[src/rtl/key_ascii_queue_if.sv]
// Groups the scancode input, pop request and queue-head outputs of key_ascii_queue.
// Latency: none; this is wiring only.
// Backpressure: none; the queue drops characters when full and reports it through overflow.
interface key_ascii_queue_if #(
    parameter int DEPTH = 16
);
    localparam int CW = $clog2(DEPTH) + 1;

    logic          scan_valid;
    logic [7:0]    scan_code;
    logic          clean_key_buffer;
    logic [7:0]    pressed_key;
    logic [CW-1:0] key_count;
    logic          overflow;

    // Keyboard receiver and memory block side
    modport master (
        output scan_valid,
        output scan_code,
        output clean_key_buffer,
        input  pressed_key,
        input  key_count,
        input  overflow
    );

    // Queue side
    modport slave (
        input  scan_valid,
        input  scan_code,
        input  clean_key_buffer,
        output pressed_key,
        output key_count,
        output overflow
    );
endinterface

[src/rtl/key_ascii_queue.sv]
// PS/2 set-2 scancode decoder with Shift/Caps tracking, ASCII translation and a character FIFO.
// Latency: a make byte sampled at edge N is written at edge N+1 and visible after that edge.
// Backpressure: none upstream; a character arriving on a full queue with no pop is dropped, overflow sticks.
module key_ascii_queue #(
    parameter int DEPTH = 16  // power of two, at least 2
) (
    input  logic             CLK,
    input  logic             reset,
    key_ascii_queue_if.slave bus
);
    localparam int AW = $clog2(DEPTH);
    localparam int CW = AW + 1;

    localparam logic [1:0] ST_IDLE      = 2'd0;
    localparam logic [1:0] ST_BREAK     = 2'd1;
    localparam logic [1:0] ST_EXT       = 2'd2;
    localparam logic [1:0] ST_EXT_BREAK = 2'd3;

    logic [1:0]    state_q, state_d;
    logic          shift_l_q, shift_l_d;
    logic          shift_r_q, shift_r_d;
    logic          caps_q, caps_d;
    logic          caps_held_q, caps_held_d;
    logic          enq_vld_q, enq_vld_d;
    logic [7:0]    enq_dat_q, enq_dat_d;
    logic [AW-1:0] wr_ptr_q, wr_ptr_d;
    logic [AW-1:0] rd_ptr_q, rd_ptr_d;
    logic [CW-1:0] count_q, count_d;
    logic          overflow_q, overflow_d;
    logic [7:0]    mem_q [DEPTH];

    logic          shift;
    logic          xlat_vld;
    logic [7:0]    xlat_dat;
    logic          is_letter;
    logic [7:0]    letter_lc;
    logic          do_pop;
    logic          do_write;
    logic          full;

    assign shift = shift_l_q | shift_r_q;

    // Translate the current byte to ASCII as if it were a non-modifier make code
    always_comb begin
        xlat_vld  = 1'b1;
        xlat_dat  = 8'h00;
        is_letter = 1'b0;
        letter_lc = 8'h00;
        case (bus.scan_code)
            8'h1C: begin is_letter = 1'b1; letter_lc = 8'h61; end  // a
            8'h32: begin is_letter = 1'b1; letter_lc = 8'h62; end  // b
            8'h21: begin is_letter = 1'b1; letter_lc = 8'h63; end  // c
            8'h23: begin is_letter = 1'b1; letter_lc = 8'h64; end  // d
            8'h24: begin is_letter = 1'b1; letter_lc = 8'h65; end  // e
            8'h2B: begin is_letter = 1'b1; letter_lc = 8'h66; end  // f
            8'h34: begin is_letter = 1'b1; letter_lc = 8'h67; end  // g
            8'h33: begin is_letter = 1'b1; letter_lc = 8'h68; end  // h
            8'h43: begin is_letter = 1'b1; letter_lc = 8'h69; end  // i
            8'h3B: begin is_letter = 1'b1; letter_lc = 8'h6A; end  // j
            8'h42: begin is_letter = 1'b1; letter_lc = 8'h6B; end  // k
            8'h4B: begin is_letter = 1'b1; letter_lc = 8'h6C; end  // l
            8'h3A: begin is_letter = 1'b1; letter_lc = 8'h6D; end  // m
            8'h31: begin is_letter = 1'b1; letter_lc = 8'h6E; end  // n
            8'h44: begin is_letter = 1'b1; letter_lc = 8'h6F; end  // o
            8'h4D: begin is_letter = 1'b1; letter_lc = 8'h70; end  // p
            8'h15: begin is_letter = 1'b1; letter_lc = 8'h71; end  // q
            8'h2D: begin is_letter = 1'b1; letter_lc = 8'h72; end  // r
            8'h1B: begin is_letter = 1'b1; letter_lc = 8'h73; end  // s
            8'h2C: begin is_letter = 1'b1; letter_lc = 8'h74; end  // t
            8'h3C: begin is_letter = 1'b1; letter_lc = 8'h75; end  // u
            8'h2A: begin is_letter = 1'b1; letter_lc = 8'h76; end  // v
            8'h1D: begin is_letter = 1'b1; letter_lc = 8'h77; end  // w
            8'h22: begin is_letter = 1'b1; letter_lc = 8'h78; end  // x
            8'h35: begin is_letter = 1'b1; letter_lc = 8'h79; end  // y
            8'h1A: begin is_letter = 1'b1; letter_lc = 8'h7A; end  // z
            8'h45:   xlat_dat = shift ? 8'h29 : 8'h30;  // 0 )
            8'h16:   xlat_dat = shift ? 8'h21 : 8'h31;  // 1 !
            8'h1E:   xlat_dat = shift ? 8'h40 : 8'h32;  // 2 @
            8'h26:   xlat_dat = shift ? 8'h23 : 8'h33;  // 3 #
            8'h25:   xlat_dat = shift ? 8'h24 : 8'h34;  // 4 $
            8'h2E:   xlat_dat = shift ? 8'h25 : 8'h35;  // 5 %
            8'h36:   xlat_dat = shift ? 8'h5E : 8'h36;  // 6 ^
            8'h3D:   xlat_dat = shift ? 8'h26 : 8'h37;  // 7 &
            8'h3E:   xlat_dat = shift ? 8'h2A : 8'h38;  // 8 *
            8'h46:   xlat_dat = shift ? 8'h28 : 8'h39;  // 9 (
            8'h29:   xlat_dat = 8'h20;                  // space
            8'h5A:   xlat_dat = 8'h0A;                  // enter
            8'h66:   xlat_dat = 8'h08;                  // backspace
            8'h0D:   xlat_dat = 8'h09;                  // tab
            8'h76:   xlat_dat = 8'h1B;                  // escape
            default: xlat_vld = 1'b0;
        endcase
        if (is_letter) begin
            xlat_dat = (shift ^ caps_q) ? (letter_lc - 8'h20) : letter_lc;
        end
    end

    // Prefix-tracking decoder: update modifiers and stage one character for the FIFO
    always_comb begin
        state_d     = state_q;
        shift_l_d   = shift_l_q;
        shift_r_d   = shift_r_q;
        caps_d      = caps_q;
        caps_held_d = caps_held_q;
        enq_vld_d   = 1'b0;
        enq_dat_d   = enq_dat_q;
        if (bus.scan_valid) begin
            case (state_q)
                ST_IDLE: begin
                    if (bus.scan_code == 8'hE0) begin
                        state_d = ST_EXT;
                    end else if (bus.scan_code == 8'hF0) begin
                        state_d = ST_BREAK;
                    end else begin
                        case (bus.scan_code)
                            8'h12: shift_l_d = 1'b1;
                            8'h59: shift_r_d = 1'b1;
                            8'h58: begin
                                // typematic repeats of Caps Lock arrive with caps_held set
                                if (!caps_held_q) begin
                                    caps_d = ~caps_q;
                                end
                                caps_held_d = 1'b1;
                            end
                            default: begin
                                enq_vld_d = xlat_vld;
                                enq_dat_d = xlat_dat;
                            end
                        endcase
                    end
                end
                ST_BREAK: begin
                    case (bus.scan_code)
                        8'h12:   shift_l_d   = 1'b0;
                        8'h59:   shift_r_d   = 1'b0;
                        8'h58:   caps_held_d = 1'b0;
                        default: ;
                    endcase
                    state_d = ST_IDLE;
                end
                ST_EXT: begin
                    // extended keys, including the E0 12 fake shift, have no effect
                    state_d = (bus.scan_code == 8'hF0) ? ST_EXT_BREAK : ST_IDLE;
                end
                default: state_d = ST_IDLE;
            endcase
        end
    end

    assign full     = (count_q == CW'(DEPTH));
    assign do_pop   = bus.clean_key_buffer && (count_q != '0);
    // a pop in the same cycle frees the slot, so a full queue still accepts the write
    assign do_write = enq_vld_q && (!full || do_pop);

    // FIFO pointer, occupancy and sticky overflow bookkeeping
    always_comb begin
        wr_ptr_d   = wr_ptr_q;
        rd_ptr_d   = rd_ptr_q;
        count_d    = count_q;
        overflow_d = overflow_q;
        if (do_write) begin
            wr_ptr_d = wr_ptr_q + 1'b1;
        end
        if (do_pop) begin
            rd_ptr_d = rd_ptr_q + 1'b1;
        end
        if (do_write && !do_pop) begin
            count_d = count_q + 1'b1;
        end else if (!do_write && do_pop) begin
            count_d = count_q - 1'b1;
        end
        if (enq_vld_q && !do_write) begin
            overflow_d = 1'b1;
        end
    end

    // Control state registers
    always_ff @(posedge CLK) begin
        if (reset) begin
            state_q     <= ST_IDLE;
            shift_l_q   <= 1'b0;
            shift_r_q   <= 1'b0;
            caps_q      <= 1'b0;
            caps_held_q <= 1'b0;
            enq_vld_q   <= 1'b0;
            enq_dat_q   <= 8'h00;
            wr_ptr_q    <= '0;
            rd_ptr_q    <= '0;
            count_q     <= '0;
            overflow_q  <= 1'b0;
        end else begin
            state_q     <= state_d;
            shift_l_q   <= shift_l_d;
            shift_r_q   <= shift_r_d;
            caps_q      <= caps_d;
            caps_held_q <= caps_held_d;
            enq_vld_q   <= enq_vld_d;
            enq_dat_q   <= enq_dat_d;
            wr_ptr_q    <= wr_ptr_d;
            rd_ptr_q    <= rd_ptr_d;
            count_q     <= count_d;
            overflow_q  <= overflow_d;
        end
    end

    // Character storage; contents are qualified by count_q so no reset is needed
    always_ff @(posedge CLK) begin
        if (!reset && do_write) begin
            mem_q[wr_ptr_q] <= enq_dat_q;
        end
    end

    assign bus.pressed_key = (count_q == '0) ? 8'h00 : mem_q[rd_ptr_q];
    assign bus.key_count   = count_q;
    assign bus.overflow    = overflow_q;
endmodule
[src/flat_wrapper.sv]
// flat-port wrapper written by rule: the top's interface ports become plain ports
module key_ascii_queue_flat 
#(
    parameter int DEPTH = 16                             
)
  (CLK, reset, bus_scan_valid, bus_scan_code, bus_clean_key_buffer, bus_pressed_key, bus_key_count, bus_overflow);
  key_ascii_queue_if #(.DEPTH(DEPTH)) bus_i ();
  input  logic CLK;
  input  logic reset;
  input wire logic [$bits(bus_i.scan_valid)-1:0] bus_scan_valid;
  input wire logic [$bits(bus_i.scan_code)-1:0] bus_scan_code;
  input wire logic [$bits(bus_i.clean_key_buffer)-1:0] bus_clean_key_buffer;
  output wire logic [$bits(bus_i.pressed_key)-1:0] bus_pressed_key;
  output wire logic [$bits(bus_i.key_count)-1:0] bus_key_count;
  output wire logic [$bits(bus_i.overflow)-1:0] bus_overflow;
  assign bus_i.scan_valid = bus_scan_valid;
  assign bus_i.scan_code = bus_scan_code;
  assign bus_i.clean_key_buffer = bus_clean_key_buffer;
  assign bus_pressed_key = bus_i.pressed_key;
  assign bus_key_count = bus_i.key_count;
  assign bus_overflow = bus_i.overflow;
  key_ascii_queue #(.DEPTH(DEPTH)) u_core (.CLK(CLK), .reset(reset), .bus(bus_i));
endmodule
[config.mk]
export PLATFORM = sky130hd
export DESIGN_NAME = key_ascii_queue_flat
export DESIGN_NICKNAME = d
export VERILOG_FILES = /design/src/rtl/key_ascii_queue_if.sv /design/src/rtl/key_ascii_queue.sv /design/src/flat_wrapper.sv
export SDC_FILE = /design/constraint.sdc
export NUM_CORES = 1
export LEC_CHECK = 0
export ABC_CLOCK_PERIOD_IN_PS = 4400
export CELL_PAD_IN_SITES_DETAIL_PLACEMENT = 0
export CELL_PAD_IN_SITES_GLOBAL_PLACEMENT = 1
export CORE_ASPECT_RATIO = 1.75
export CORE_MARGIN = 5
export CORE_UTILIZATION = 51
export CTS_CLUSTER_DIAMETER = 150
export DETAILED_ROUTE_END_ITERATION = 7
export MAX_ROUTING_LAYER = met4
export PLACE_DENSITY_LB_ADDON = 0.1
export SLEW_MARGIN = 20
export SYNTH_ARGS = -nofsm -noshare
export SYNTH_HDL_FRONTEND = slang
export SYNTH_SLANG_ARGS = --single-unit
[constraint.sdc]
create_clock -name CLK -period 4.4 [get_ports CLK]
set_input_delay 0.88 -clock CLK [delete_from_list [all_inputs] [get_ports CLK]]
set_output_delay 0.88 -clock CLK [all_outputs]
set_load 0.02 [all_outputs]
==> impl_metrics.yaml <==
status:
  status: "complete, no violations"
floorplanning:
  num_io_pins: 26
  die_h_um: 170
  die_x_um: 101
  die_area_mm2: 0.0172
  core_mm2: 0.0144
  rows: 58
  start_util_pct: 51.8
cts:
  cts_tree: "yes"
  ctsHoldBuffers: 0
  cts_resized: 0
  cts_buffers: 17
  htree_levels: 4
  clk_pin_slew_ns: 0.07
  post_cts_buffers: 0
  worstSkewPairLatency_ns: 0.42
  clockRootBuffer: "clkbuf_16"
  clock-sinks: 161
  cts_buffer_depth: 2
timing:
  finalCritPeriodShare_pct: 83.5
  rsz0062_at_grt: "false"
  slew_violations: 0
  fin_skew_ns: 0.0134
  fmax_mhz: 272
  final.setup.tns_ns: 0
  holdWs_ns: 0.478
  fin_crit_ns: 3.67
  setup_viol: 0
  tightest_slew_ns: 1.00
  timing.slew.headroom_pct: 32.8
  final_hold_viol_count: 0
synthesis:
  syn-num-nets: 558
  synth_top_area_share_pct: 51.6
  ys_seq_area_share_pct: 60.5
  async_flop_share_pct: 0
  yosys_warnings: 0
  synth_ff_type: "edfxtp_1"
  synth-simple-area-share_pct: 13.1
  synth_mux_area_share_pct: 12.6
  yosys.area.top_type: "edfxtp_1"
  synth_top_family_by_area: "simple AND/OR/NAND/NOR gates"
  synth_cells: 535
  synth_edf_count: 128
  synthXorXnorAreaFrac_pct: 1.41
  syn_area_mm2: 0.00745
  synth_seq_cells: 161
  synth_area_leaders: "edfxtp_1, mux4_2, dfxtp_1, nor2_1, ha_1"
  yosysUniqueCellTypes: 66
  synth.avg_cell_area_um2: 13.9
  synth_compound_area_share_pct: 7.75
  synthAdderAreaFrac_pct: 1.95
placed_design:
  portBuffers: 25
  place_congestion: 0.999
  dpl.hpwl_um: 12500
routing:
  post-route-drc-count: 0
  wl_um: 17400
  ant_nets: 0
  viasPerCell: 6.10
  firstDrtPassIters: 5
  vias: 4633
  wl_per_cell_um: 22.9
  drt_iter0_drc: 292
final_layout:
  syn_to_final_growth_pct: 14.4
  antennaDiodeCount: 0
  layout_common_cells: "edfxtp_1, nor2_1, mux4_2"
  fin_nets: 590
  nFillCells: 1146
  fin_util_pct: 59.3
  layout_commonest_cell: "edfxtp_1"
  drive_gt1_share_pct: 19.3
power:
  p_leak_uw: 0.00278
  ir_worst_vdd_mv: 0.285
  p_per_area_mw_per_mm2: 496
  total_power_uw: 4220
grt:
  gr-total-overflow: 0
  grt_antenna_before_repair: 0
  grt_max_degree: 33
  grt_pass1_vias: 4929
  grtUsageTotal_pct: 22.0
  grt_first_pass_wirelength_um: 27300
hold_path:
  hold_class: "reg -> reg"
setup_path:
  cp-start-kind: "register"
  cp-end-kind: "output port"
  setup.worst_path.class: "reg -> out"
  cp.arrival_ns: 2.79
  worstPathRequired_ns: 3.52
  cp_max_fo: 32
job:
  maxCapViolCount: 0
-- critical path: stages (launching register included) --
cell and delay, ns:
dfxtp_2 0.34, buf_12 0.25, mux4_2 0.57, mux4_2 0.49, nor2b_1 0.15, clkdlybuf4s50_1 0.54
-- synthesized netlist by cell type (3+ instances only) --
master      n
nor2_1     53
edfxtp_1  128
and2_1      3
buf_2      11
o21ai_0    24
inv_1      11
nand4_1     5
a22oi_1     3
o22ai_1     4
a32oi_1     6
nand3_1    10
xnor2_1     5
and3_1      6
o21a_1      4
clkbuf_1   15
nor2b_1    20
nor3_1     11
or4b_2      3
or4bb_1     3
nand2_1    28
a211oi_1    4
a21oi_1    21
mux4_2     40
dfxtp_1    33
or2_2       3
a31oi_1     5
ha_1       10
buf_1       4
mux2i_1     4
nand2b_1    9
xor2_1      7
-- cell type report --
| class | count | area (µm²) | share of cell area (%) |
|---|---|---|---|
| clock buffers | 18 | 429 | 5.04 |
| inverters | 11 | 41.3 | 0.485 |
| clock inverters | 14 | 145 | 1.70 |
| repair buffers | 47 | 428 | 5.02 |
| well taps | 180 | 225 | 2.64 |
| flip-flops and latches | 161 | 4510 | 52.9 |
| multi-input cells | 329 | 2740 | 32.2 |
-- per-stage QoR --
| step | cell area, µm² | std cells | setup WS, ns |
|---|---|---|---|
| after floorplan | 7450 | 535 | 1.20 |
| after global placement | 7940 | 728 | 0.830 |
| after detailed placement | 7940 | 728 | 0.770 |
| after CTS | 8520 | 760 | 0.673 |
| after global routing | 8520 | 760 | 0.610 |
| final | 8520 | 760 | 0.727 |
-- final timing paths --
check,endpoint,start,depth (start not counted),slack [ns]
hold / removal,u_core.bus.overflow,u_core.bus.overflow,2,0.48
setup reg to reg,u_core.bus.key_count[4],u_core.bus.key_count[0],12,1.19
setup / recovery,bus_pressed_key[6],register,5,0.73
hold reg to reg,u_core.bus.overflow,u_core.bus.overflow,2,0.48
-- sequential cells by signal, summed over array words and instances (netlist names), named ones only --
register              flops
u_core.mem_q            128
u_core.enq_dat_q          8
u_core.bus.key_count      5
u_core.rd_ptr_q           4
u_core.wr_ptr_q           4
u_core.state_q            2
u_core.bus.overflow       1
u_core.caps_held_q        1
u_core.caps_q             1
u_core.enq_vld_q          1
u_core.shift_l_q          1
u_core.shift_r_q          1
-- power by group --
group          total (µW)  internal [µW]  switching, µW
registers            1740           1680           55.9
clock network        1420            801            622
logic                1060            542            518
total                4220           3020           1200
-- logic make-up after synthesis --
logic type / Yosys count
AO/OA/AOI/OAI: 87
XOR/XNOR: 12
adder cells (fa/ha/maj): 11
buffers and inverters: 45
flip-flops: 161
multiplexers: 44
AND/OR/NAND/NOR: 175
-- layer usage --
layer / track usage [%] / wire (µm) / vias to the layer above
met5: - / 0 / -
met4: 11.6 / 837 / 0
met3: 3.45 / 677 / 57
met2: 40.1 / 9880 / 167
met1: 21.8 / 6000 / 2279
li1: - / - / 2130
No activity file was read; power rests on OpenSTA's default activity.
